[src/rtl/period_meter.sv]
// Period meter: measures the period and high time of a slow asynchronous square
// wave in clk cycles, and reports the equivalent clock-divider setting.
module period_meter #(
  parameter int unsigned      WIDTH   = 32,
  parameter logic [WIDTH-1:0] TIMEOUT = 32'd100_000_000
) (
  input  logic             clk,
  input  logic             reset,
  input  logic             sig_in,
  output logic [WIDTH-1:0] period,
  output logic [WIDTH-1:0] high_time,
  output logic [WIDTH-1:0] divisor_out,
  output logic             valid,
  output logic             stalled
);

  localparam logic [WIDTH-1:0] ONE      = WIDTH'(1);
  localparam logic [WIDTH-1:0] LAST_CNT = TIMEOUT - ONE;

  typedef enum logic [1:0] {
    IDLE    = 2'd0,
    MEASURE = 2'd1,
    STALLED = 2'd2
  } state_t;

  state_t state, state_nxt;

  logic             s1, s2, s3;
  logic             rise;
  logic [WIDTH-1:0] cnt, hcnt;
  logic [WIDTH-1:0] div_calc;

  logic restart;   // load cnt/hcnt with 1 and (re)enter MEASURE
  logic capture;   // publish the just-completed period
  logic tick;      // count one more cycle of the current period
  logic stall_set;

  // Two flops for metastability, third for edge detection.
  always_ff @(posedge clk) begin
    if (!reset) begin
      s1 <= 1'b0;
      s2 <= 1'b0;
      s3 <= 1'b0;
    end else begin
      s1 <= sig_in;
      s2 <= s1;
      s3 <= s2;
    end
  end

  assign rise = s2 & ~s3;

  // Inverse of the divider: a divisor d toggles every d+1 cycles.
  assign div_calc = (cnt > ONE) ? ((cnt >> 1) - ONE) : '0;

  always_ff @(posedge clk) begin
    if (!reset) state <= IDLE;
    else        state <= state_nxt;
  end

  always_comb begin
    state_nxt = state;
    restart   = 1'b0;
    capture   = 1'b0;
    tick      = 1'b0;
    stall_set = 1'b0;
    case (state)
      IDLE: begin
        if (rise) begin
          restart   = 1'b1;
          state_nxt = MEASURE;
        end
      end
      MEASURE: begin
        if (rise) begin
          capture = 1'b1;
          restart = 1'b1;
        end else if (cnt == LAST_CNT) begin
          stall_set = 1'b1;
          state_nxt = STALLED;
        end else begin
          tick = 1'b1;
        end
      end
      STALLED: begin
        // First edge after a stall only re-arms; its period is unknown.
        if (rise) begin
          restart   = 1'b1;
          state_nxt = MEASURE;
        end
      end
      default: state_nxt = IDLE;
    endcase
  end

  always_ff @(posedge clk) begin
    if (!reset) begin
      cnt         <= '0;
      hcnt        <= '0;
      period      <= '0;
      high_time   <= '0;
      divisor_out <= '0;
      valid       <= 1'b0;
      stalled     <= 1'b0;
    end else begin
      valid <= capture;
      if (capture) begin
        period      <= cnt;
        high_time   <= hcnt;
        divisor_out <= div_calc;
      end
      if (restart) begin
        cnt     <= ONE;
        hcnt    <= ONE;
        stalled <= 1'b0;
      end else if (tick) begin
        cnt  <= cnt + ONE;
        hcnt <= hcnt + {{(WIDTH-1){1'b0}}, s2};
      end
      if (stall_set) stalled <= 1'b1;
    end
  end

endmodule
[config.mk]
export PLATFORM = sky130hd
export DESIGN_NAME = period_meter
export DESIGN_NICKNAME = d
export VERILOG_FILES = /design/src/rtl/period_meter.sv
export SDC_FILE = /design/constraint.sdc
export NUM_CORES = 1
export LEC_CHECK = 0
export BUFFER_PORTS_ARGS = -buffer_cell sky130_fd_sc_hd__buf_2
export CORE_AREA = 2 2 120 134
export DETAILED_ROUTE_END_ITERATION = 12
export DIE_AREA = 0 0 122 136
export PLACE_DENSITY = 0.67
export SYNTH_ARGS = -nofsm -noshare
export SYNTH_HDL_FRONTEND = slang
export SYNTH_SLANG_ARGS = --single-unit
export TNS_END_PERCENT = 5
[constraint.sdc]
create_clock -name clk -period 2.9 [get_ports clk]
set_clock_uncertainty 0.2 [all_clocks]
set_input_delay 0.435 -clock clk [delete_from_list [all_inputs] [get_ports clk]]
set_output_delay 0.435 -clock clk [all_outputs]
set_load 0.02 [all_outputs]
==> impl_metrics.env, run 1 <==
export IMPL_cts_resized=0
export IMPL_r2r_cells=7
export IMPL_p_comb_share_pct=2.8
export IMPL_io_buffers=100
export IMPL_die_y_um=136
export IMPL_die_x_um=122
export IMPL_yosysTopAreaCell="dfxtp_1"
export IMPL_endpoint_kind="register"
export IMPL_p_sw_uw=996
export IMPL_antenna_cells=0
export IMPL_worstSetupPathType="register to register"
export IMPL_cp_max_fo=11
export IMPL_p_int_mw=3.70
export IMPL_core_um2=15300
export IMPL_grt_overflow=0
export IMPL_grt_max_degree=53
export IMPL_use_met3_pct=4.53
export IMPL_nFillCells=1416
export IMPL_synth_seq_cells=167
export IMPL_ant_nets=0
export IMPL_p_leak_nw=3.33
export IMPL_die_area_um2=16600
export IMPL_powerDensity_nw_per_um2=531
export IMPL_status="finished, final reports clean"
export IMPL_wl_per_cell_um=14.9
export IMPL_vias=6764
export IMPL_via_per_inst=5.55
export IMPL_synth_warnings=0
export IMPL_p_clk_share_pct=48.1
export IMPL_dp_cells=1187
export IMPL_grt_use_met1_pct=27.6
export IMPL_use_met2_pct=37.9
export IMPL_drive_gt1_share_pct=21.3
export IMPL_synthFlopType="dfxtp_1"
export IMPL_hold_end="s1$_SDFF_PN0_"
export IMPL_cp_cell_sequence="ha_1 > ha_1 > and4_1 > and3_1 > nand2_1 > or4_2 > a21oi_2"
export IMPL_ioPinCount=101
export IMPL_power_mw=4.70
export IMPL_row_count=48
export IMPL_whs_path_depth=2
export IMPL_cts_root_buf="clkbuf_16"
export IMPL_start_util_pct=48.8
export IMPL_p_sw_share_pct=21.2
export IMPL_rsz0062_at_grt="no"
export IMPL_reg2reg_from="hcnt[0]$_SDFFE_PN0P_"
export IMPL_synth_top_area_share_pct=44.7
export IMPL_avgSynthCellArea_um2=8.10
export IMPL_hp_class="input port to register"
export IMPL_dpl_hpwl_um=12400
export IMPL_synth_seq_area_share_pct=44.7
export IMPL_path_clk_slew_ps=60
export IMPL_cts_sinks=167
export IMPL_cp_common_cell="ha_1"
export IMPL_cts_hold_buffers=0
export IMPL_crit_path_start_kind="register"
export IMPL_areaGrowthSynthToFinish_pct=18.4
export IMPL_seq_power_share_pct=49.1
export IMPL_drt_iter0_drc=345
export IMPL_worst_pin_slew_ps=675
export IMPL_ir_drop_mv=0.367
export IMPL_crit_required_ps=3060
export IMPL_synth_area_um2=7470
export IMPL_synth_nets=933
export IMPL_yosys_top_cells_area="dfxtp_1, nand2_1, a21oi_1"
export IMPL_clk_insertion_delay_late_ps=430
export IMPL_htreeDepth=4
export IMPL_routed_wirelength_um=18200
export IMPL_final_hold_violation_count=0
export IMPL_setup_violations=0
export IMPL_gp_congestion=0.865
export IMPL_maxCapViolCount=0
export IMPL_fin_nets=1016
export IMPL_hold_start="sig_in"
export IMPL_cp_slowest_cell="or4_2"
export IMPL_finalNonFillerCells=1219
export IMPL_cts_tree="yes"
export IMPL_relSlewSlack_pct=54.9
export IMPL_max_stage_delay_ps=690
export IMPL_clock_fmax_mhz=380
export IMPL_grt_pass1_wl_um=29700
export IMPL_cts_buffers=17
export IMPL_cts_max_path_buffers=2
export IMPL_synthCells=923
export IMPL_async_reset_ff_share_pct=0
export IMPL_cts_setup_buffers=0
export IMPL_synth_edff_count=0
export IMPL_cp_arrival_ps=2790
export IMPL_drtPass1Iterations=4
export IMPL_final_max_slew_viol_count=0
export IMPL_drc_errors=0
export IMPL_rrSetupSlack_ps=270
export IMPL_layout_min_cycle_time_ps=2630
export IMPL_worst_r2r_endpoint="hcnt[28]$_SDFFE_PP0P_"
export IMPL_finalSetupTns_ps=0
export IMPL_track_usage_pct=22.4
export IMPL_top_usage_layer="met2"
export IMPL_fin_util_pct=57.8
export IMPL_period_share_pct=90.7
export IMPL_antenna_found_initial=0
export IMPL_grt_pass1_vias=6241
export IMPL_synth_distinct_cells=54
-- logic make-up after synthesis --
logic type               after synthesis  share of synthesized area (%)
flip-flops                           167                           44.7
AND/OR/NAND/NOR                      410                           27.2
buffers and inverters                 91                           5.29
XOR/XNOR                              38                           4.45
multiplexers                           1                          0.134
adder cells (fa/ha/maj)                7                           1.17
AO/OA/AOI/OAI                        209                           17.0
-- power by group through the flow --
stage	registers (mW)	logic, mW	clock network [mW]
2_1_floorplan	2.36	0.0801	0
3_3_place_gp	2.36	0.130	0
3_5_place_dp	2.36	0.131	0
4_1_cts	2.31	0.131	2.30
5_1_grt	2.31	0.143	2.39
6_report	2.31	0.131	2.26
-- registers in the layout (all words and copies together) (netlist names) --
name,flops
cnt,32
hcnt,32
s2,1
state,2
divisor_out,32
s1,1
high_time,32
period,32
s3,1
valid,1
stalled,1
-- area by class of cell --
type,instances,area [um2],area share [%]
Clock inverter,6,88.8,1.00
Multi-Input combinational cell,665,3760,42.5
Clock buffer,26,499,5.64
Tap cell,200,250,2.83
Sequential cell,167,3340,37.8
Inverter,15,56.3,0.636
Timing Repair Buffer,140,851,9.62
-- per-stage QoR --
step           area, um2  hold slack, ps  setup slack, ps
2_1_floorplan       7470             212              391
3_3_place_gp        8260             232              347
3_5_place_dp        8260             234              292
4_1_cts             8850            16.9              263
5_1_grt             8850            16.1             13.4
6_report            8850            23.1              269
-- layer usage --
layer	vias to the layer above	share of wire, %
li1	3410	-
met1	3191	45
met2	131	50
met3	32	3.8
met4	0	2.1
met5	-	0
-- critical path, delay by kind of cell, from the launching register on --
family                   cells  cell delay, ps
adder cells (fa/ha/maj)      2             420
flip-flops                   1             360
AO/OA/AOI/OAI                1             150
AND/OR/NAND/NOR              4            1430
-- synth_stat cells (2+ instances only) --
| master | number |
|---|---|
| and3_1 | 4 |
| or2_2 | 4 |
| or3_2 | 3 |
| o211ai_1 | 4 |
| nor3_1 | 21 |
| nand2b_1 | 4 |
| buf_4 | 3 |
| o21ai_1 | 5 |
| dfxtp_1 | 167 |
| xor2_1 | 14 |
| or4_2 | 10 |
| a21oi_2 | 10 |
| nor2b_1 | 3 |
| o21ai_0 | 45 |
| buf_2 | 8 |
| or4_4 | 2 |
| clkbuf_1 | 58 |
| xnor2_1 | 24 |
| or4_1 | 27 |
| o31ai_1 | 18 |
| buf_1 | 3 |
| o31a_1 | 3 |
| inv_1 | 14 |
| o31ai_2 | 9 |
| nor2_1 | 33 |
| nand4b_1 | 2 |
| nor4_1 | 18 |
| or3_1 | 17 |
| nand4_1 | 24 |
| nand3_1 | 23 |
| a31o_2 | 2 |
| ha_1 | 7 |
| a21oi_1 | 102 |
| o21a_1 | 3 |
| buf_6 | 2 |
| and2_1 | 5 |
| a211oi_1 | 2 |
| and4_1 | 4 |
| nand2_1 | 201 |
-- cell usage in the layout (no fill, tap or decap), types with 4 or more instances in the layout --
| cell | n |
|---|---|
| o21ai_1 | 6 |
| o31ai_2 | 9 |
| or4_2 | 10 |
| or3_1 | 17 |
| buf_12 | 4 |
| clkbuf_8 | 4 |
| a21oi_2 | 10 |
| nand2b_1 | 4 |
| buf_2 | 100 |
| and4_1 | 4 |
| nand3_1 | 23 |
| nand2_1 | 200 |
| xor2_1 | 14 |
| or4_1 | 27 |
| a21oi_1 | 102 |
| and2_1 | 5 |
| clkbuf_16 | 17 |
| clkbuf_1 | 5 |
| inv_1 | 14 |
| ha_1 | 7 |
| nand4_1 | 24 |
| nor3_1 | 21 |
| dfxtp_1 | 167 |
| xnor2_1 | 24 |
| and3_1 | 4 |
| o211ai_1 | 4 |
| nor2_1 | 31 |
| nor4_1 | 18 |
| o31ai_1 | 18 |
| buf_4 | 36 |
| o21ai_0 | 43 |
| or2_2 | 4 |
-- how the worst max path moves through the flow --
stage                               startpoint                            to  depth (start not counted)
after global placement    hcnt[0]$_SDFFE_PN0P_         hcnt[26]$_SDFFE_PP0P_                          7
after detailed placement         s2$_SDFF_PN0_         hcnt[30]$_SDFFE_PP0P_                          7
final                     hcnt[0]$_SDFFE_PN0P_         hcnt[28]$_SDFFE_PP0P_                          7
after global routing       cnt[9]$_SDFFE_PP0P_  divisor_out[24]$_SDFFE_PN0P_                          6
after floorplan           cnt[28]$_SDFFE_PP0P_         hcnt[21]$_SDFFE_PP0P_                          8
after CTS                        s2$_SDFF_PN0_         hcnt[28]$_SDFFE_PP0P_                          7
(Power assumes the default switching activity.)
==> run 2: changes to the inputs <==
--- a/config.mk
+++ b/config.mk
@@ -6,10 +6,12 @@
 export NUM_CORES = 1
 export LEC_CHECK = 0
 export BUFFER_PORTS_ARGS = -buffer_cell sky130_fd_sc_hd__buf_2
-export CORE_AREA = 2 2 120 134
+export CELL_PAD_IN_SITES_DETAIL_PLACEMENT = 1
+export CELL_PAD_IN_SITES_GLOBAL_PLACEMENT = 1
+export CORE_AREA = 2 2 129 144
 export DETAILED_ROUTE_END_ITERATION = 12
-export DIE_AREA = 0 0 122 136
-export PLACE_DENSITY = 0.67
+export DIE_AREA = 0 0 131 146
+export PLACE_DENSITY = 0.76
 export SYNTH_ARGS = -nofsm -noshare
 export SYNTH_HDL_FRONTEND = slang
 export SYNTH_SLANG_ARGS = --single-unit
==> run 2 against run 1 <==
Combinational power is essentially flat. Wire length grew 14%. Worst hold slack gained 5.0 ps. Largest cell class unchanged. Clock-buffer cell count shrank 6. Via count grew 1.2%. Critical path depth is the same. Critical endpoint is now hcnt[30]$_SDFFE_PP0P_.
==> impl_metrics.env, run 2 (same netlist as run 1, synthesis figures left out) <==
export IMPL_status="finished, final reports clean"
export IMPL_cts_tree="yes"
export IMPL_vias=6842
export IMPL_seq_power_share_pct=48.8
export IMPL_cts_setup_buffers=0
export IMPL_p_sw_share_pct=21.4
export IMPL_die_area_um2=19100
export IMPL_ir_drop_mv=0.413
export IMPL_place_ws_ps=267
export IMPL_cts_sinks=167
export IMPL_p_sw_mw=1.01
export IMPL_cts_hold_buffers=0
export IMPL_period_share_pct=91.9
export IMPL_drt_iter0_drc=362
export IMPL_antenna_found_initial=0
export IMPL_crit_path_start_kind="register"
export IMPL_clock_fmax_mhz=375
export IMPL_ioPinCount=101
export IMPL_start_util_pct=42.6
export IMPL_power_mw=4.73
export IMPL_final_max_slew_viol_count=0
export IMPL_areaGrowthSynthToFinish_pct=18.8
export IMPL_antenna_cells=0
export IMPL_finalSetupTns_ps=0
export IMPL_grt_pass1_wl_um=34500
export IMPL_layout_commonest_cell="nand2_1"
export IMPL_cts_buffers=17
export IMPL_via_per_inst=5.46
export IMPL_grt_pass1_vias=6852
export IMPL_routed_wirelength_um=20700
export IMPL_cp_max_fo=10
export IMPL_p_clk_share_pct=48.4
export IMPL_rsz0062_at_grt="no"
export IMPL_worstSetupStartpoint="hcnt[0]$_SDFFE_PN0P_"
export IMPL_row_count=51
export IMPL_drive_gt1_share_pct=21.6
export IMPL_rrSetupSlack_ps=240
export IMPL_r2r_cells=7
export IMPL_core_um2=17500
export IMPL_reg2reg_from="hcnt[0]$_SDFFE_PN0P_"
export IMPL_relSlewSlack_pct=34.0
export IMPL_io_buffers=100
export IMPL_fin_nets=1016
export IMPL_cts_resized=0
export IMPL_worstSetupPathType="register to register"
export IMPL_track_usage_pct=22.4
export IMPL_setup_violations=0
export IMPL_path_clk_slew_ps=60
export IMPL_final_cell_mix="nand2_1, dfxtp_1, a21oi_1, buf_2, o21ai_0"
export IMPL_htreeDepth=4
export IMPL_hold_slack_ps=28.1
export IMPL_maxCapViolCount=0
export IMPL_die_y_um=146
export IMPL_clk_insertion_delay_late_ps=420
export IMPL_final_hold_violation_count=0
export IMPL_powerDensity_nw_per_um2=532
export IMPL_wl_per_cell_um=16.5
export IMPL_worst_pin_slew_ps=989
export IMPL_p_int_mw=3.71
export IMPL_drc_errors=0
export IMPL_crit_required_ps=3060
export IMPL_drtPass1Iterations=4
export IMPL_worst_r2r_endpoint="hcnt[30]$_SDFFE_PP0P_"
export IMPL_setup_slack_ps=235
export IMPL_dpl_hpwl_um=14400
export IMPL_p_comb_share_pct=2.7
export IMPL_die_x_um=131
export IMPL_endpoint_kind="register"
export IMPL_cts_root_buf="clkbuf_16"
export IMPL_cts_max_path_buffers=2
export IMPL_layout_min_cycle_time_ps=2660
export IMPL_crit_end="hcnt[30]$_SDFFE_PP0P_"
export IMPL_grt_max_degree=58
export IMPL_hp_class="input port to register"
export IMPL_ant_nets=0
export IMPL_p_leak_nw=3.33
export IMPL_gp_congestion=0.786
export IMPL_fin_util_pct=50.6
export IMPL_grt_overflow=0
export IMPL_cp_arrival_ps=2820
## run 2: per-layer routing
metal / vias up / routed length (um) / share of wire, % / track usage [%]
met5: - / 0 / 0 / 0
met4: 0 / 274 / 1.3 / 6.06
met3: 17 / 647 / 3.1 / 3.68
met2: 100 / 10600 / 51 / 39.5
met1: 3324 / 9140 / 44 / 28.0
li1: 3401 / - / - / -
## run 2: worst min path at each step
stage | startpoint | end | cells after the start
global route | sig_in | s1$_SDFF_PN0_ | 2
global placement | divisor_out[14]$_SDFFE_PN0P_ | divisor_out[14]$_SDFFE_PN0P_ | 2
floorplan | s1$_SDFF_PN0_ | s2$_SDFF_PN0_ | 1
finish | sig_in | s1$_SDFF_PN0_ | 2
detailed placement | divisor_out[15]$_SDFFE_PN0P_ | divisor_out[15]$_SDFFE_PN0P_ | 2
CTS | sig_in | s1$_SDFF_PN0_ | 2
## run 2: critical path: stages (launching register included)
cell	delay (ps)
dfxtp_1	370
ha_1	230
ha_1	200
and4_1	280
and3_1	220
nand2_1	240
or4_2	690
a21oi_2	160
## run 2: power groups by stage
stage | clock [mW] | combinational (mW) | sequential (mW)
floorplan | 0 | 0.0801 | 2.36
global placement | 0 | 0.128 | 2.36
detailed placement | 0 | 0.129 | 2.36
CTS | 2.33 | 0.130 | 2.31
global route | 2.43 | 0.142 | 2.31
finish | 2.29 | 0.128 | 2.31
## run 2: area by class of cell
cell class / count / area [um2]
repair buffers: 140 / 838
multi-input cells: 665 / 3760
fillers: 2147 / 8660
well taps: 238 / 298
flip-flops and latches: 167 / 3340
inverters: 15 / 56.3
clock inverters: 9 / 128
clock buffers: 20 / 457
## run 2: stage by stage
step	area, um2	std cells
6_report	8880	1254
5_1_grt	8880	1254
4_1_cts	8880	1254
3_5_place_dp	8300	1225
3_3_place_gp	8300	1225
2_1_floorplan	7470	923
==> run 3: changes to the inputs <==
==> constraint.sdc (replaced) <==
create_clock -name clk -period 2.7 [get_ports clk]
set_clock_uncertainty 0.2 [all_clocks]
set_input_delay 0.405 -clock clk [delete_from_list [all_inputs] [get_ports clk]]
set_output_delay 0.405 -clock clk [all_outputs]
set_load 0.02 [all_outputs]
==> run 3 against run 2 <==
Fmax is 3.2% higher. Wire length is 2.2% higher. Largest cell class unchanged. Design area is 1.7% higher. Critical path type unchanged. Combinational power is 18% higher. Sequential power is 7% higher. Via count is 1.7% higher. Worst setup slack worse by 120 ps. Register-to-register slack worse by 120 ps. Clock power hardly changed. Clock-buffer cell count is 1 higher.
==> impl_metrics.env, run 3 (same netlist as run 1, synthesis figures left out) <==
export IMPL_status="finished, final reports clean"
export IMPL_gp_congestion=0.810
export IMPL_areaGrowthSynthToFinish_pct=20.8
export IMPL_io_buffers=100
export IMPL_clock_fmax_mhz=387
export IMPL_drc_errors=0
export IMPL_grt_pass1_wl_um=35100
export IMPL_htreeDepth=4
export IMPL_final_hold_violation_count=0
export IMPL_ioPinCount=101
export IMPL_rsz0062_at_grt="no"
export IMPL_cp_slowest_cell="or4_4"
export IMPL_start_util_pct=42.6
export IMPL_ant_nets=0
export IMPL_powerDensity_nw_per_um2=541
export IMPL_use_met2_pct=40.2
export IMPL_finalSetupTns_ps=0
export IMPL_via_per_inst=5.44
export IMPL_die_x_um=131
export IMPL_layout_min_cycle_time_ps=2580
export IMPL_worst_r2r_endpoint="hcnt[31]$_SDFFE_PP0P_"
export IMPL_antenna_cells=0
export IMPL_track_usage_pct=22.8
export IMPL_p_leak_nw=3.44
export IMPL_hp_class="input port to register"
export IMPL_rrSetupSlack_ps=120
export IMPL_r2r_cells=6
export IMPL_grt_overflow=0
export IMPL_dpl_hpwl_um=14800
export IMPL_whs_path_depth=2
export IMPL_endpoint_kind="register"
export IMPL_hold_end="s3$_SDFF_PN0_"
export IMPL_clk_insertion_delay_late_ps=430
export IMPL_crit_required_ps=2820
export IMPL_cp_cell_sequence="or4_4 > or4_4 > o31ai_4 > buf_12 > nor4_1 > o21a_1"
export IMPL_drtPass1Iterations=4
export IMPL_worstSetupPathType="register to register"
export IMPL_ir_drop_mv=0.430
export IMPL_setup_violations=0
export IMPL_core_um2=17500
export IMPL_drt_iter0_drc=320
export IMPL_final_cell_mix="nand2_1, dfxtp_1, a21oi_1, buf_2, buf_4"
export IMPL_drive_gt1_share_pct=23.2
export IMPL_cts_max_path_buffers=2
export IMPL_power_mw=4.88
export IMPL_cp_max_fo=24
export IMPL_hold_start="reset"
export IMPL_crit_path_start_kind="register"
export IMPL_path_clk_slew_ps=60
export IMPL_routed_wirelength_um=21100
export IMPL_die_area_um2=19100
export IMPL_max_stage_delay_ps=590
export IMPL_vias=6957
export IMPL_layout_commonest_cell="nand2_1"
export IMPL_wl_per_cell_um=16.5
export IMPL_grt_max_degree=48
export IMPL_use_met3_pct=3.71
export IMPL_die_y_um=146
export IMPL_top_usage_layer="met2"
export IMPL_fin_nets=1040
export IMPL_cts_tree="yes"
export IMPL_cts_root_buf="clkbuf_16"
export IMPL_cts_buffers=17
export IMPL_worst_pin_slew_ps=550
export IMPL_row_count=51
export IMPL_reg2reg_from="cnt[31]$_SDFFE_PP0P_"
export IMPL_grt_pass1_vias=7097
export IMPL_maxCapViolCount=0
export IMPL_grt_use_met1_pct=27.7
export IMPL_cts_sinks=167
export IMPL_crit_buf_inv=1
export IMPL_cp_arrival_ps=2700
export IMPL_critPathTopFamily="simple AND/OR/NAND/NOR gates"
export IMPL_antenna_found_initial=0
export IMPL_period_share_pct=95.7
export IMPL_final_max_slew_viol_count=0
export IMPL_relSlewSlack_pct=63.4
export IMPL_cp_common_cell="or4_4"
run 3: what timing repair did:
item	in CTS	in global routing
gates resized for setup	0	2
setup buffers	0	0
hold buffers	1	0
endpoints found under the hold margin	1	0
endpoints found under the setup margin	0	6
run 3: routing by layer:
| metal | routed length, um | vias to the layer above |
|---|---|---|
| met4 | 469 | 0 |
| li1 | - | 3454 |
| met2 | 10800 | 111 |
| met3 | 630 | 36 |
| met1 | 9250 | 3356 |
| met5 | 0 | - |
run 3: cell type report:
class,count,area (um2)
repair buffers,164,1030
clock buffers,21,450
clock inverters,8,78.8
inverters,15,56.3
multi-input cells,665,3770
flip-flops and latches,167,3340
well taps,238,298
fillers,2140,8520
run 3: where the power goes:
group	internal [mW]	total (mW)	leakage, nW	switching, mW
clock	1.27	2.26	0.247	0.982
combinational	0.0421	0.151	1.85	0.109
sequential	2.47	2.48	1.35	0.00487
total	3.79	4.88	3.44	1.10
run 3: worst max-delay path by stage:
stage / start / endpoint / depth (start not counted)
final: cnt[31]$_SDFFE_PP0P_ / hcnt[31]$_SDFFE_PP0P_ / 6
after global routing: cnt[31]$_SDFFE_PP0P_ / hcnt[31]$_SDFFE_PP0P_ / 6
after CTS: hcnt[0]$_SDFFE_PN0P_ / hcnt[22]$_SDFFE_PP0P_ / 7
after detailed placement: s2$_SDFF_PN0_ / hcnt[22]$_SDFFE_PP0P_ / 7
after global placement: hcnt[0]$_SDFFE_PN0P_ / hcnt[30]$_SDFFE_PP0P_ / 7
after floorplan: cnt[28]$_SDFFE_PP0P_ / hcnt[21]$_SDFFE_PP0P_ / 8
run 3: per-stage QoR:
stage	util, %	instances	hold WS (ps)	instance area [um2]	setup slack (ps)
floorplan	-	923	212	7470	191
global placement	48.3	1248	230	8480	150
detailed placement	48.3	1248	237	8480	56.3
CTS	51.4	1278	128	9020	23.6
global route	51.5	1278	142	9030	22.7
finish	51.5	1278	140	9030	117
